<file path="config.mk">
export PLATFORM = sky130hd
export DESIGN_NAME = mips_instr_encoder_flat
export DESIGN_NICKNAME = d
export VERILOG_FILES = /design/src/rtl/mips_instr_encoder_if.sv /design/src/rtl/mips_instr_encoder.sv /design/src/flat_wrapper.sv
export SDC_FILE = /design/constraint.sdc
export NUM_CORES = 1
export LEC_CHECK = 0
export CELL_PAD_IN_SITES_DETAIL_PLACEMENT = 0
export CELL_PAD_IN_SITES_GLOBAL_PLACEMENT = 1
export CORE_MARGIN = 5
export CORE_UTILIZATION = 29
export CTS_CLUSTER_SIZE = 25
export DETAILED_ROUTE_END_ITERATION = 12
export PLACE_DENSITY_LB_ADDON = 0.1
export SETUP_SLACK_MARGIN = 0.05
export SYNTH_ARGS = -nofsm -noshare
export SYNTH_HDL_FRONTEND = slang
export SYNTH_SLANG_ARGS = --single-unit
</file>
<file path="constraint.sdc">
create_clock -name clk -period 1.93 [get_ports clk]
set_input_delay 0.386 -clock clk [delete_from_list [all_inputs] [get_ports clk]]
set_output_delay 0.386 -clock clk [all_outputs]
set_load 0.02 [all_outputs]
</file>
<file path="src/rtl/mips_instr_encoder_if.sv">
// Request and instruction-memory write bundle for mips_instr_encoder.
// The slave side is the encoder; the master side is the requester and the memory model.
interface mips_instr_encoder_if #(
  parameter int unsigned ADDR_W = 10
);
  logic              in_valid;
  logic              in_ready;
  logic [4:0]        in_mnem;
  logic [4:0]        in_rs;
  logic [4:0]        in_rt;
  logic [4:0]        in_rd;
  logic [4:0]        in_shamt;
  logic [15:0]       in_imm;
  logic [25:0]       in_target;
  logic              im_req;
  logic              im_ack;
  logic [ADDR_W-1:0] im_addr;
  logic [31:0]       im_wdata;

  modport master (
    output in_valid, in_mnem, in_rs, in_rt, in_rd, in_shamt, in_imm, in_target, im_ack,
    input  in_ready, im_req, im_addr, im_wdata
  );

  modport slave (
    input  in_valid, in_mnem, in_rs, in_rt, in_rd, in_shamt, in_imm, in_target, im_ack,
    output in_ready, im_req, im_addr, im_wdata
  );
endinterface

</file>
<file path="src/rtl/mips_instr_encoder.sv">
// Encodes symbolic MIPS instruction requests into machine words and writes them to
// consecutive IMEM word addresses through a one-entry buffered request/acknowledge port.
module mips_instr_encoder #(
  parameter int unsigned ADDR_W = 10
) (
  input  logic              clk,
  input  logic              rstn,
  input  logic              clr,
  mips_instr_encoder_if.slave bus,
  output logic [ADDR_W:0]   wr_count,
  output logic              full,
  output logic              err,
  output logic [4:0]        err_mnem
);

  localparam logic [4:0] MnAddu = 5'd0;
  localparam logic [4:0] MnSubu = 5'd1;
  localparam logic [4:0] MnAdd  = 5'd2;
  localparam logic [4:0] MnSub  = 5'd3;
  localparam logic [4:0] MnAnd  = 5'd4;
  localparam logic [4:0] MnOr   = 5'd5;
  localparam logic [4:0] MnSlt  = 5'd6;
  localparam logic [4:0] MnSll  = 5'd7;
  localparam logic [4:0] MnSrl  = 5'd8;
  localparam logic [4:0] MnSra  = 5'd9;
  localparam logic [4:0] MnJr   = 5'd10;
  localparam logic [4:0] MnLui  = 5'd11;
  localparam logic [4:0] MnAddi = 5'd12;
  localparam logic [4:0] MnOri  = 5'd13;
  localparam logic [4:0] MnSlti = 5'd14;
  localparam logic [4:0] MnSw   = 5'd15;
  localparam logic [4:0] MnLw   = 5'd16;
  localparam logic [4:0] MnBeq  = 5'd17;
  localparam logic [4:0] MnBne  = 5'd18;
  localparam logic [4:0] MnJ    = 5'd19;
  localparam logic [4:0] MnJal  = 5'd20;

  localparam logic [ADDR_W:0] PtrOne = {{ADDR_W{1'b0}}, 1'b1};

  typedef enum logic [1:0] {KindR, KindI, KindJ} kind_e;
  typedef enum logic [0:0] {StEmpty, StPend} state_e;

  state_e            state_q;
  logic [ADDR_W:0]   ptr_q;
  logic [ADDR_W-1:0] addr_q;
  logic [31:0]       wdata_q;
  logic              err_q;
  logic [4:0]        err_mnem_q;

  kind_e       kind;
  logic [5:0]  code;
  logic        legal;
  logic        is_shift;
  logic        is_jr;
  logic        is_lui;
  logic [4:0]  rs_f;
  logic [4:0]  rt_f;
  logic [4:0]  rd_f;
  logic [4:0]  sh_f;
  logic [31:0] word;
  logic        accept;

  // Opcode (I/J-type) or funct (R-type) per mnemonic; anything above JAL is illegal.
  always_comb begin
    kind  = KindR;
    code  = 6'b000000;
    legal = 1'b1;
    case (bus.in_mnem)
      MnAddu: code = 6'b100001;
      MnSubu: code = 6'b100011;
      MnAdd:  code = 6'b100000;
      MnSub:  code = 6'b100010;
      MnAnd:  code = 6'b100100;
      MnOr:   code = 6'b100101;
      MnSlt:  code = 6'b101010;
      MnSll:  code = 6'b000000;
      MnSrl:  code = 6'b000010;
      MnSra:  code = 6'b000011;
      MnJr:   code = 6'b001000;
      MnLui:  begin kind = KindI; code = 6'b001111; end
      MnAddi: begin kind = KindI; code = 6'b001000; end
      MnOri:  begin kind = KindI; code = 6'b001101; end
      MnSlti: begin kind = KindI; code = 6'b001010; end
      MnSw:   begin kind = KindI; code = 6'b101011; end
      MnLw:   begin kind = KindI; code = 6'b100011; end
      MnBeq:  begin kind = KindI; code = 6'b000100; end
      MnBne:  begin kind = KindI; code = 6'b000101; end
      MnJ:    begin kind = KindJ; code = 6'b000010; end
      MnJal:  begin kind = KindJ; code = 6'b000011; end
      default: legal = 1'b0;
    endcase
  end

  always_comb begin
    is_shift = (bus.in_mnem == MnSll) || (bus.in_mnem == MnSrl) || (bus.in_mnem == MnSra);
    is_jr    = (bus.in_mnem == MnJr);
    is_lui   = (bus.in_mnem == MnLui);
    rs_f     = (is_shift || is_lui) ? 5'd0 : bus.in_rs;
    rt_f     = is_jr ? 5'd0 : bus.in_rt;
    rd_f     = is_jr ? 5'd0 : bus.in_rd;
    sh_f     = is_shift ? bus.in_shamt : 5'd0;
    word     = 32'd0;
    case (kind)
      KindR:   word = {6'b000000, rs_f, rt_f, rd_f, sh_f, code};
      KindI:   word = {code, rs_f, rt_f, bus.in_imm};
      KindJ:   word = {code, bus.in_target};
      default: word = 32'd0;
    endcase
  end

  // in_ready passes im_ack straight through so a stalled word and its successor can swap
  // in the same cycle.
  assign full         = ptr_q[ADDR_W];
  assign bus.in_ready = !full && ((state_q == StEmpty) || bus.im_ack);
  assign accept       = bus.in_valid && bus.in_ready;

  always_ff @(posedge clk) begin
    if (!rstn || clr) begin
      state_q    <= StEmpty;
      ptr_q      <= '0;
      addr_q     <= '0;
      wdata_q    <= '0;
      err_q      <= 1'b0;
      err_mnem_q <= 5'd0;
    end else begin
      if (accept && legal) begin
        state_q <= StPend;
        addr_q  <= ptr_q[ADDR_W-1:0];
        wdata_q <= word;
        ptr_q   <= ptr_q + PtrOne;
      end else if ((state_q == StPend) && bus.im_ack) begin
        state_q <= StEmpty;
      end
      if (accept && !legal) begin
        err_q <= 1'b1;
        if (!err_q) begin
          err_mnem_q <= bus.in_mnem;
        end
      end
    end
  end

  assign bus.im_req   = (state_q == StPend);
  assign bus.im_addr  = addr_q;
  assign bus.im_wdata = wdata_q;
  assign wr_count     = ptr_q;
  assign err          = err_q;
  assign err_mnem     = err_mnem_q;

endmodule

</file>
<file path="src/flat_wrapper.sv">
// flat-port wrapper written by rule: the top's interface ports become plain ports
module mips_instr_encoder_flat 
#(
  parameter int unsigned ADDR_W = 10
)
  (clk, rstn, clr, wr_count, full, err, err_mnem, bus_in_valid, bus_in_mnem, bus_in_rs, bus_in_rt, bus_in_rd, bus_in_shamt, bus_in_imm, bus_in_target, bus_im_ack, bus_in_ready, bus_im_req, bus_im_addr, bus_im_wdata);
  mips_instr_encoder_if #(.ADDR_W(ADDR_W)) bus_i ();
  input  logic clk;
  input  logic rstn;
  input  logic clr;
  output logic [ADDR_W:0] wr_count;
  output logic full;
  output logic err;
  output logic [4:0] err_mnem;
  input wire logic [$bits(bus_i.in_valid)-1:0] bus_in_valid;
  input wire logic [$bits(bus_i.in_mnem)-1:0] bus_in_mnem;
  input wire logic [$bits(bus_i.in_rs)-1:0] bus_in_rs;
  input wire logic [$bits(bus_i.in_rt)-1:0] bus_in_rt;
  input wire logic [$bits(bus_i.in_rd)-1:0] bus_in_rd;
  input wire logic [$bits(bus_i.in_shamt)-1:0] bus_in_shamt;
  input wire logic [$bits(bus_i.in_imm)-1:0] bus_in_imm;
  input wire logic [$bits(bus_i.in_target)-1:0] bus_in_target;
  input wire logic [$bits(bus_i.im_ack)-1:0] bus_im_ack;
  output wire logic [$bits(bus_i.in_ready)-1:0] bus_in_ready;
  output wire logic [$bits(bus_i.im_req)-1:0] bus_im_req;
  output wire logic [$bits(bus_i.im_addr)-1:0] bus_im_addr;
  output wire logic [$bits(bus_i.im_wdata)-1:0] bus_im_wdata;
  assign bus_i.in_valid = bus_in_valid;
  assign bus_i.in_mnem = bus_in_mnem;
  assign bus_i.in_rs = bus_in_rs;
  assign bus_i.in_rt = bus_in_rt;
  assign bus_i.in_rd = bus_in_rd;
  assign bus_i.in_shamt = bus_in_shamt;
  assign bus_i.in_imm = bus_in_imm;
  assign bus_i.in_target = bus_in_target;
  assign bus_i.im_ack = bus_im_ack;
  assign bus_in_ready = bus_i.in_ready;
  assign bus_im_req = bus_i.im_req;
  assign bus_im_addr = bus_i.im_addr;
  assign bus_im_wdata = bus_i.im_wdata;
  mips_instr_encoder #(.ADDR_W(ADDR_W)) u_core (.clk(clk), .rstn(rstn), .clr(clr), .bus(bus_i), .wr_count(wr_count), .full(full), .err(err), .err_mnem(err_mnem));
endmodule
</file>
**After elaboration in Yosys (flattened, before gate mapping)**

Cells that the tools add are included.

- Output and inout bits: 62
- Latch bits: 0
- Input port bits: 72
- Word-level logic and storage cells: 65
- Flip-flop bits (word level): 60
- Memory bits (writable): 0
- Memories kept: 0
- Bits in read-only memories: 0

- Add/subtract/negate cells: 1
- Eq/ne operators: 22
- Shifts and indexed selects: 0
- Reductions and logical operators: 24
- Mux-type cells: 10
- Bitwise gates (word level): 2
- Div/mod/pow operators: 0
- Magnitude comparators: 0
- Multiply operators: 0

Operators by type and width:

| kind | count |
|---|---|
| 32-bit one-hot mux with 3 select lines | 1 |
| 6-bit one-hot mux with 16 select lines | 1 |
| 5-bit by 4-bit equality test with 1-bit output, second input constant | 8 |
| 5-bit equality test, second input constant | 5 |
| 21-bit OR reduction | 1 |
| 5-bit by 3-bit equality test with 1-bit output, second input constant | 4 |
| 5-bit 2-to-1 mux | 4 |
| 11-bit by 1-bit adder with 11-bit output, second input constant | 1 |
| 5-bit by 2-bit equality test with 1-bit output, second input constant | 2 |
| 2-bit OR reduction | 5 |
| 8-bit OR reduction | 1 |
| 5-bit by 1-bit equality test with 1-bit output, second input constant | 1 |
| 1-bit logical AND | 5 |
| 5-bit zero test | 1 |
| 1-bit logical OR | 5 |
| 2-bit one-hot mux with 2 select lines | 1 |
| 1-bit zero test | 3 |
| 1-bit 2-to-1 mux | 3 |
| 2-bit by 1-bit equality test with 1-bit output, second input constant | 1 |
| 2-bit equality test, second input constant | 1 |
| 2-bit zero test | 1 |
| 1-bit inverter | 2 |
| 2-bit AND reduction | 1 |
| 2-bit nonzero test | 1 |

**Depth between registers and ports, before layout**

- Depth after elaboration: 6
- Mapped depth: 8
- Gate-level depth less buffers: 5

**Least setup slack after synthesis**

No wires, ideal clock.

- Kind: input -> register
- Start point: in bus_in_mnem[4]
- End point: reg u_core.wdata_q[10] (netlist: u_core.bus.im_wdata[10])
- Library setup time: 126 ps
- Arrival: 1,590 ps
- Cell stages on the path: 7
- Required time: 1,804 ps
- Path buffers: 2
- Slack: 214 ps
- Path through: buf_4 -> nor2b_1 -> and2_1 -> o21bai_1 -> buf_4 -> a222oi_1 -> a21oi_1

- Cells in the longest elaborated chain, start to end: 5
- Elaborated cells between the ends (all ways): 34
- Those cells by class: 22 x eq/ne; 4 x mux; 8 x reduce/logical

Ends and longest elaborated chain:

| item | line | text |
|---|---|---|
| start, declared | flat_wrapper.sv:16 | `input wire logic [$bits(bus_i.in_mnem)-1:0] bus_in_mnem;` |
| 5-bit by 4-bit equality test with 1-bit output (tied with other cells) | mips_instr_encoder.sv:68 | `case (bus.in_mnem)` |
| 8-bit OR reduction (no line) (tied with other cells) | - |  |
| 2-bit one-hot mux with 2 select lines or 1-bit logical OR (tied branches) | mips_instr_encoder.sv:68, mips_instr_encoder.sv:95 |  |
| 2-bit equality test (tied with other cells) | mips_instr_encoder.sv:103 | `case (kind)` |
| 32-bit one-hot mux with 3 select lines | mips_instr_encoder.sv:103 |  |
| end signal, assigned | mips_instr_encoder.sv:129 | `wdata_q <= word;` |
| end, declared | mips_instr_encoder.sv:46 | `logic [31:0] wdata_q;` |

Several ways; a longest one is shown, not always the timed one.
A chain may end at the register's enable or synchronous reset.

**Worst setup path in the final report**

- Start point: in bus_in_mnem[1]
- End point: reg u_core.wdata_q[0] (netlist: u_core.bus.im_wdata[0])

- Cells in the longest elaborated chain, start to end: 5
- Elaborated cells between the ends (all ways): 36
- Those cells by class: 22 x eq/ne; 4 x mux; 10 x reduce/logical

Ends and longest elaborated chain:

| item | line |
|---|---|
| 5-bit by 4-bit equality test with 1-bit output or 5-bit equality test (tied branches) | mips_instr_encoder.sv:68 |
| 8-bit OR reduction (no line) or 2-bit OR reduction (tied branches) | - |
| 2-bit one-hot mux with 2 select lines | mips_instr_encoder.sv:68 |
| 2-bit equality test (tied with other cells) | mips_instr_encoder.sv:103 |
| 32-bit one-hot mux with 3 select lines | mips_instr_encoder.sv:103 |

Several ways; a longest one is shown, not always the timed one.

==> flow_metrics.py <==
metrics = {
    "sta": {
        "hold_viol": 0,
        "finalWorstSetupSlack_ps": 101,
        "fmax_mhz": 547,
        "finClkSkew_ps": 7.13,
        "fin_crit_sh": 0.948,
        "rsz0062_at_grt": "no",
        "drv_slew": 0,
        "fin_crit_ps": 1830,
        "setup_tns_ps": 0,
        "setup_viol": 0,
    },
    "clock_network": {
        "root_buffer": "clkbuf_8",
        "path_clk_slew_ps": 70,
        "cts_max_level": 3,
        "cts_buffers": 9,
        "cts_sinks": 59,
        "tritoncts": "done",
        "clkLatencyLatePin_ps": 330,
        "cts_max_path_buffers": 2,
    },
    "setup_path": {
        "r2r-start": "u_core.wr_count[0]",
        "start_kind": "input pin",
        "critPathCaptureType": "register",
        "worst-endpoint-arrival_ps": 2110,
        "startpoint": "bus_in_mnem[1]",
        "required_ps": 2210,
        "cp_max_fo": 8,
        "worst-setup-path-type": "in2reg",
        "cp_slowest_cell": "clkdlybuf4s50_1",
        "cp_common_cell": "buf_4",
        "path_buf_inv": 5,
        "cp_top_family": "buffers and inverters",
        "slowest_delay_ps": 410,
        "crit_chain": "clkdlybuf4s50_1 > buf_6 > o21a_4 > o21a_2 > nor2_4 > buf_4 > buf_4 > buf_4 > o221a_2",
    },
    "yosys": {
        "netlist_area_sq_um": 2850,
        "syn_inst": 343,
        "yosysUniqueCellTypes": 55,
        "yosys_warnings": 0,
        "synth.avg_cell_area_sq_um": 8.31,
        "synth.area.mux_share": 0.0180,
        "synth_flop_cell": "dfxtp_1",
        "synth-seq-area-share": 0.415,
        "synth_top_family_by_area": "compound AO/OA/AOI/OAI gates",
        "async_flop_share": 0,
        "synth-xor-area-share": 0.0307,
        "synth_edf_count": 0,
        "syn_nets": 416,
        "ys_ff_latch": 59,
        "yosys.area_share.simple": 0.192,
        "synthAdderAreaFrac": 0.00439,
        "synth_compound_area_frac": 0.279,
    },
    "power_and_ir_drop": {
        "internal_power_w": 0.00236,
        "clkPwrFrac": 0.393,
        "seq_power_share": 0.400,
        "ir_worst_vdd_mv": 0.388,
        "p_comb_frac": 0.207,
        "swShare": 0.255,
        "switching_power_w": 0.000807,
        "power_leakage_nw": 1.84,
        "p_total_w": 0.00316,
        "power.density_nw_per_um2": 641,
    },
    "detailed_routing": {
        "vias": 3203,
        "routed_wl_um": 10200,
        "ant_nets": 0,
        "vias_per_cell": 4.90,
        "drc": 0,
        "drtIter0Drc": 178,
        "post_drt_wl_per_cell_um": 15.6,
        "firstDrtPassIters": 4,
    },
    "floorplanning": {
        "dieArea_sq_um": 11900,
        "rows": 36,
        "start_util": 0.294,
        "pin_count": 134,
        "core_area_sq_um": 9680,
        "die_h_um": 109,
        "die_width_um": 109,
    },
    "cells_and_area": {
        "nFillCells": 956,
        "postLayoutCoreUtil": 0.509,
        "diodes": 0,
        "layout.nets": 590,
        "drive_above_1_share": 0.177,
        "synthToLayoutAreaGrowth_pct": 73.0,
        "finalInstanceArea_sq_um": 4930,
    },
    "placed_design": {
        "hpwl_um": 7790,
        "placed_area_sq_um": 4610,
        "pre_cts_ws_ps": -356,
        "port_buffers": 132,
        "place_congestion": 0.773,
    },
    "run_status": {
        "status": "finished, final reports clean",
    },
    "global_route": {
        "grt_overflow": 0,
        "grt_max_degree": 40,
        "grt_pass1_wl_um": 15700,
        "track_usage": 0.167,
        "grt_pass1_vias": 3087,
        "antenna_found_initial": 0,
    },
    "run": {
        "cap_viol_max_count": 0,
    },
    "min_path": {
        "hold_path.class": "reg2reg",
        "hold_path.startpoint": "u_core.bus.im_addr[3]",
    },
}
==> worst register-to-register path: stages (launching register included) <==
cell and delay (ps):
dfxtp_1 420, ha_1 240, nand4_1 180, nor4b_1 360
xnor2_1 160, nor2_1 50
==> Yosys cell counts (5+ instances only) <==
master    instances  area (sq um)
dfxtp_1          59          1180
a21oi_1          42           210
nand2_1          34           128
nor2_1           33           124
o21ai_0          32           160
clkbuf_1         14          52.6
a221oi_1         11          96.3
a222oi_1         10           100
buf_4             8          60.1
nand3_1           8          40.0
xnor2_1           6          52.6
buf_2             5          25.0
inv_1             5          18.8
nand2b_1          5          31.3
==> cells in the final DEF, fill, tap and decap left out, types with 6 or more instances in the layout <==
cell             netlist  routed
a21oi_1               42      39
a221oi_1              11      11
buf_4                  8      56
o21ai_0               32      32
nand3_1                8       8
clkbuf_8               0      10
dfxtp_1               59      59
nor2_1                33      33
clkdlybuf4s50_1        0     127
a222oi_1              10      10
xnor2_1                6       6
nand2_1               34      34
==> layout make-up <==
type                       instances  area (sq um)  share of cell area
clock buffer                      10           138              0.0279
tap                              133           166              0.0338
timing repair buffer             192          1810               0.366
sequential                        59          1180               0.240
clock inverter                     5          77.6              0.0157
multi-input combinational        250          1540               0.313
inverter                           5          18.8             0.00381
==> metrics by stage <==
stage / hold slack (ps) / std cells
floorplan: 520 / 343
global placement: 444 / 632
detailed placement: 446 / 632
CTS: 456 / 647
global route: 469 / 654
finish: 451 / 654
==> timing repair <==
| item | in CTS | in global routing |
|---|---|---|
| endpoints found under the setup margin | 19 | 38 |
| cloned | 0 | 0 |
| gates resized for setup | 5 | 13 |
| setup buffers | 0 | 7 |
| hold buffers | 0 | 0 |
| endpoints found under the hold margin | 0 | 0 |
| pin swaps | 1 | 3 |
==> flip-flops by register name, indices dropped and copies added (netlist names) <==
register / flops
u_core.bus.im_wdata: 31
u_core.bus.im_req: 1
u_core.err: 1
u_core.err_mnem: 5
u_core.wr_count: 11
u_core.bus.im_addr: 10
==> kinds of logic (layout without fill, tap and decap cells) <==
group / after synthesis / count (layout)
AOI/OAI and AO/OA: 121 / 121
xor gates and xnor gates: 10 / 10
adders and majority gates: 1 / 1
buffers and inverters: 34 / 212
DFF: 59 / 59
muxes: 5 / 5
other: 1 / 1
and+or+nand+nor: 112 / 112
==> worst paths after layout <==
path	end	slack, ps	depth (start not counted)
worst max-delay path	u_core.bus.im_wdata[0]	100	9
worst max register to register	u_core.wr_count[6]	420	5
worst min register to register	u_core.bus.im_addr[3]	450	2
worst min-delay path	u_core.bus.im_addr[3]	450	2
==> layer usage <==
metal  vias to the layer above  routed length [um]  track usage  share of wire
li1                       1601                   -            -              -
met1                      1493                4520        0.214           0.44
met2                        94                4930        0.275           0.48
met3                        15                 527       0.0414          0.052
met4                         0                 207       0.0505          0.020
met5                         -                   0            0              0
==> power by group through the flow <==
stage	sequential [W]	combinational [W]	clock, W
floorplan	0.00133	0.000234	0
global placement	0.00129	0.000628	0
detailed placement	0.00129	0.000632	0
finish	0.00127	0.000655	0.00124
global route	0.00127	0.000703	0.00133
CTS	0.00127	0.000636	0.00128
No activity file was read; power rests on OpenSTA's default activity.
==> edit: new RTL, same settings <==
`ADDR_W` is set to 10 in 3 places; all go to 12.
--- a/src/rtl/mips_instr_encoder_if.sv
+++ b/src/rtl/mips_instr_encoder_if.sv
@@ -1,7 +1,7 @@
 // Request and instruction-memory write bundle for mips_instr_encoder.
 // The slave side is the encoder; the master side is the requester and the memory model.
 interface mips_instr_encoder_if #(
-  parameter int unsigned ADDR_W = 10
+  parameter int unsigned ADDR_W = 12
 );
   logic              in_valid;
   logic              in_ready;
--- a/src/rtl/mips_instr_encoder.sv
+++ b/src/rtl/mips_instr_encoder.sv
@@ -1,7 +1,7 @@
 // Encodes symbolic MIPS instruction requests into machine words and writes them to
 // consecutive IMEM word addresses through a one-entry buffered request/acknowledge port.
 module mips_instr_encoder #(
-  parameter int unsigned ADDR_W = 10
+  parameter int unsigned ADDR_W = 12
 ) (
   input  logic              clk,
   input  logic              rstn,
--- a/src/flat_wrapper.sv
+++ b/src/flat_wrapper.sv
@@ -1,7 +1,7 @@
 // flat-port wrapper written by rule: the top's interface ports become plain ports
 module mips_instr_encoder_flat 
 #(
-  parameter int unsigned ADDR_W = 10
+  parameter int unsigned ADDR_W = 12
 )
   (clk, rstn, clr, wr_count, full, err, err_mnem, bus_in_valid, bus_in_mnem, bus_in_rs, bus_in_rt, bus_in_rd, bus_in_shamt, bus_in_imm, bus_in_target, bus_im_ack, bus_in_ready, bus_im_req, bus_im_addr, bus_im_wdata);
   mips_instr_encoder_if #(.ADDR_W(ADDR_W)) bus_i ();
Ports: changed (resized bus_im_addr and wr_count); port bits go from 134 to 138. The function was not compared with the original's and may differ.
==> edit against the unedited design <==
Fmax grew 0.53%. Critical path depth shrank 8. Count of clock-buffer cells in the layout grew 1. Total power grew 22%. Area after synthesis grew 16%. Clock skew grew 0.0022 ns. Register-to-register slack lost 0.14 ns. Final area grew 14%. Routed wire length grew 22%. Worst setup slack gained 0.0097 ns. Sequential share of layout area shrank 1.4 points. Sequential cell count grew 4.
==> edit: results (changes against the unedited design) <==
set qor(period_utilisation_layout_pct) 94.3 ;# -0.50 points
set qor(placedInstanceArea_um2) 5240 ;# +14%
set qor(final_nets) 641 ;# +8.6%
set qor(reg2reg_depth) 4 ;# -1
set qor(synth_cell_type_count) 62 ;# +13%
set qor(result_of_the_run) {finished clean}
set qor(placed_cells_incl_taps) 700 ;# +11%
set qor(met3_usage_pct) 2.42 ;# -1.7 points
set qor(grt_pass1_wl_um) 19400 ;# +23%
set qor(fillerInstances) 1125 ;# +18%
set qor(drt_iter0_drc) 170 ;# -4.5%
set qor(place_hpwl_um) 9160 ;# +18%
set qor(cts_repair_resize_count) 7 ;# +2
set qor(p_leak_nw) 2.05 ;# +12%
set qor(place_ws_ns) -0.394 ;# -0.0384 ns
set qor(setup.worst_path.end) {wr_count[3]}
set qor(clk_tree_root_cell) {sky130_fd_sc_hd__clkbuf_16}
set qor(whs_endpoint) {u_core.err_mnem[0]}
set qor(r2r-end) {u_core.wr_count[11]}
set qor(gp_routability_congestion) 0.809 ;# +4.7%
set qor(synth_area_leaders) {sky130_fd_sc_hd__dfxtp_1 (38%), sky130_fd_sc_hd__a21oi_1 (8.5%), sky130_fd_sc_hd__nand2_1 (4.2%), sky130_fd_sc_hd__nand3_1 (4.1%), sky130_fd_sc_hd__a311oi_1 (4.0%)}
set qor(met3_length_um) 459 ;# -13%
set qor(globalRouteTotalUtil_pct) 17.9 ;# +1.2 points
set qor(seq_area_frac_synth_pct) 38.1 ;# -3.4 points
set qor(yosys-top-cells-count) {sky130_fd_sc_hd__dfxtp_1 (63), sky130_fd_sc_hd__a21oi_1 (56), sky130_fd_sc_hd__nand2_1 (37)}
set qor(sum_of_routed_wire_segments_on_met1_um) 5600 ;# +24%
set qor(yosys-mux-area-fraction_pct) 1.51 ;# -0.29 points
set qor(grt_max_degree) 28 ;# -30%
set qor(port_buffers) 136 ;# +3.0%
set qor(drt-wirelength-per-cell_um) 17.3 ;# +11%
set qor(post_layout_nonfiller_instances) 716 ;# +9.5%
set qor(synth-compound-area-share_pct) 32.8 ;# +4.9 points
set qor(first_global_vias) 3707 ;# +20%
set qor(whs_ns) 0.470 ;# +0.0186 ns
set qor(rr_startpoint) {u_core.wr_count[3]}
set qor(cp_data_arrival_time_ns) 1.43 ;# -0.68 ns
set qor(rrSetupSlack_ns) 0.28 ;# -0.14 ns
set qor(avgViaCountPerCell) 5.25 ;# +7.2%
set qor(start_kind) {flip-flop}
set qor(met1_usage_pct) 24.7 ;# +3.3 points
set qor(net_count_synth) 471 ;# +13%
edit: cell types whose count changed after synthesis, sizes merged, moves of 5 or more:
cell	before	now
a311oi	2	20
a21oi	42	58
nand2b	5	10
clkbuf	14	23
a221oi	11	0
a222oi	10	5
xnor2	6	1
nand3	8	27
a211oi	0	10
nor2	34	11
o21ai	33	22
edit: final cells by class:
type	count	area [um2]	share of cell area (%)
clock buffer	11	243	4.33
clock inverter	5	81.3	1.45
inverter	4	15.0	0.268
multi-input combinational	289	1880	33.5
sequential	63	1260	22.5
tap	143	179	3.19
timing repair buffer	201	1940	34.7
edit: power by group through the flow:
stage | sequential, W | clock, W | combinational (W)
after floorplan | 0.00141 | 0 | 0.000283
after global placement | 0.00138 | 0 | 0.000724
after detailed placement | 0.00138 | 0 | 0.000729
after CTS | 0.00135 | 0.00181 | 0.000732
after global routing | 0.00135 | 0.00186 | 0.000794
final | 0.00135 | 0.00178 | 0.000734
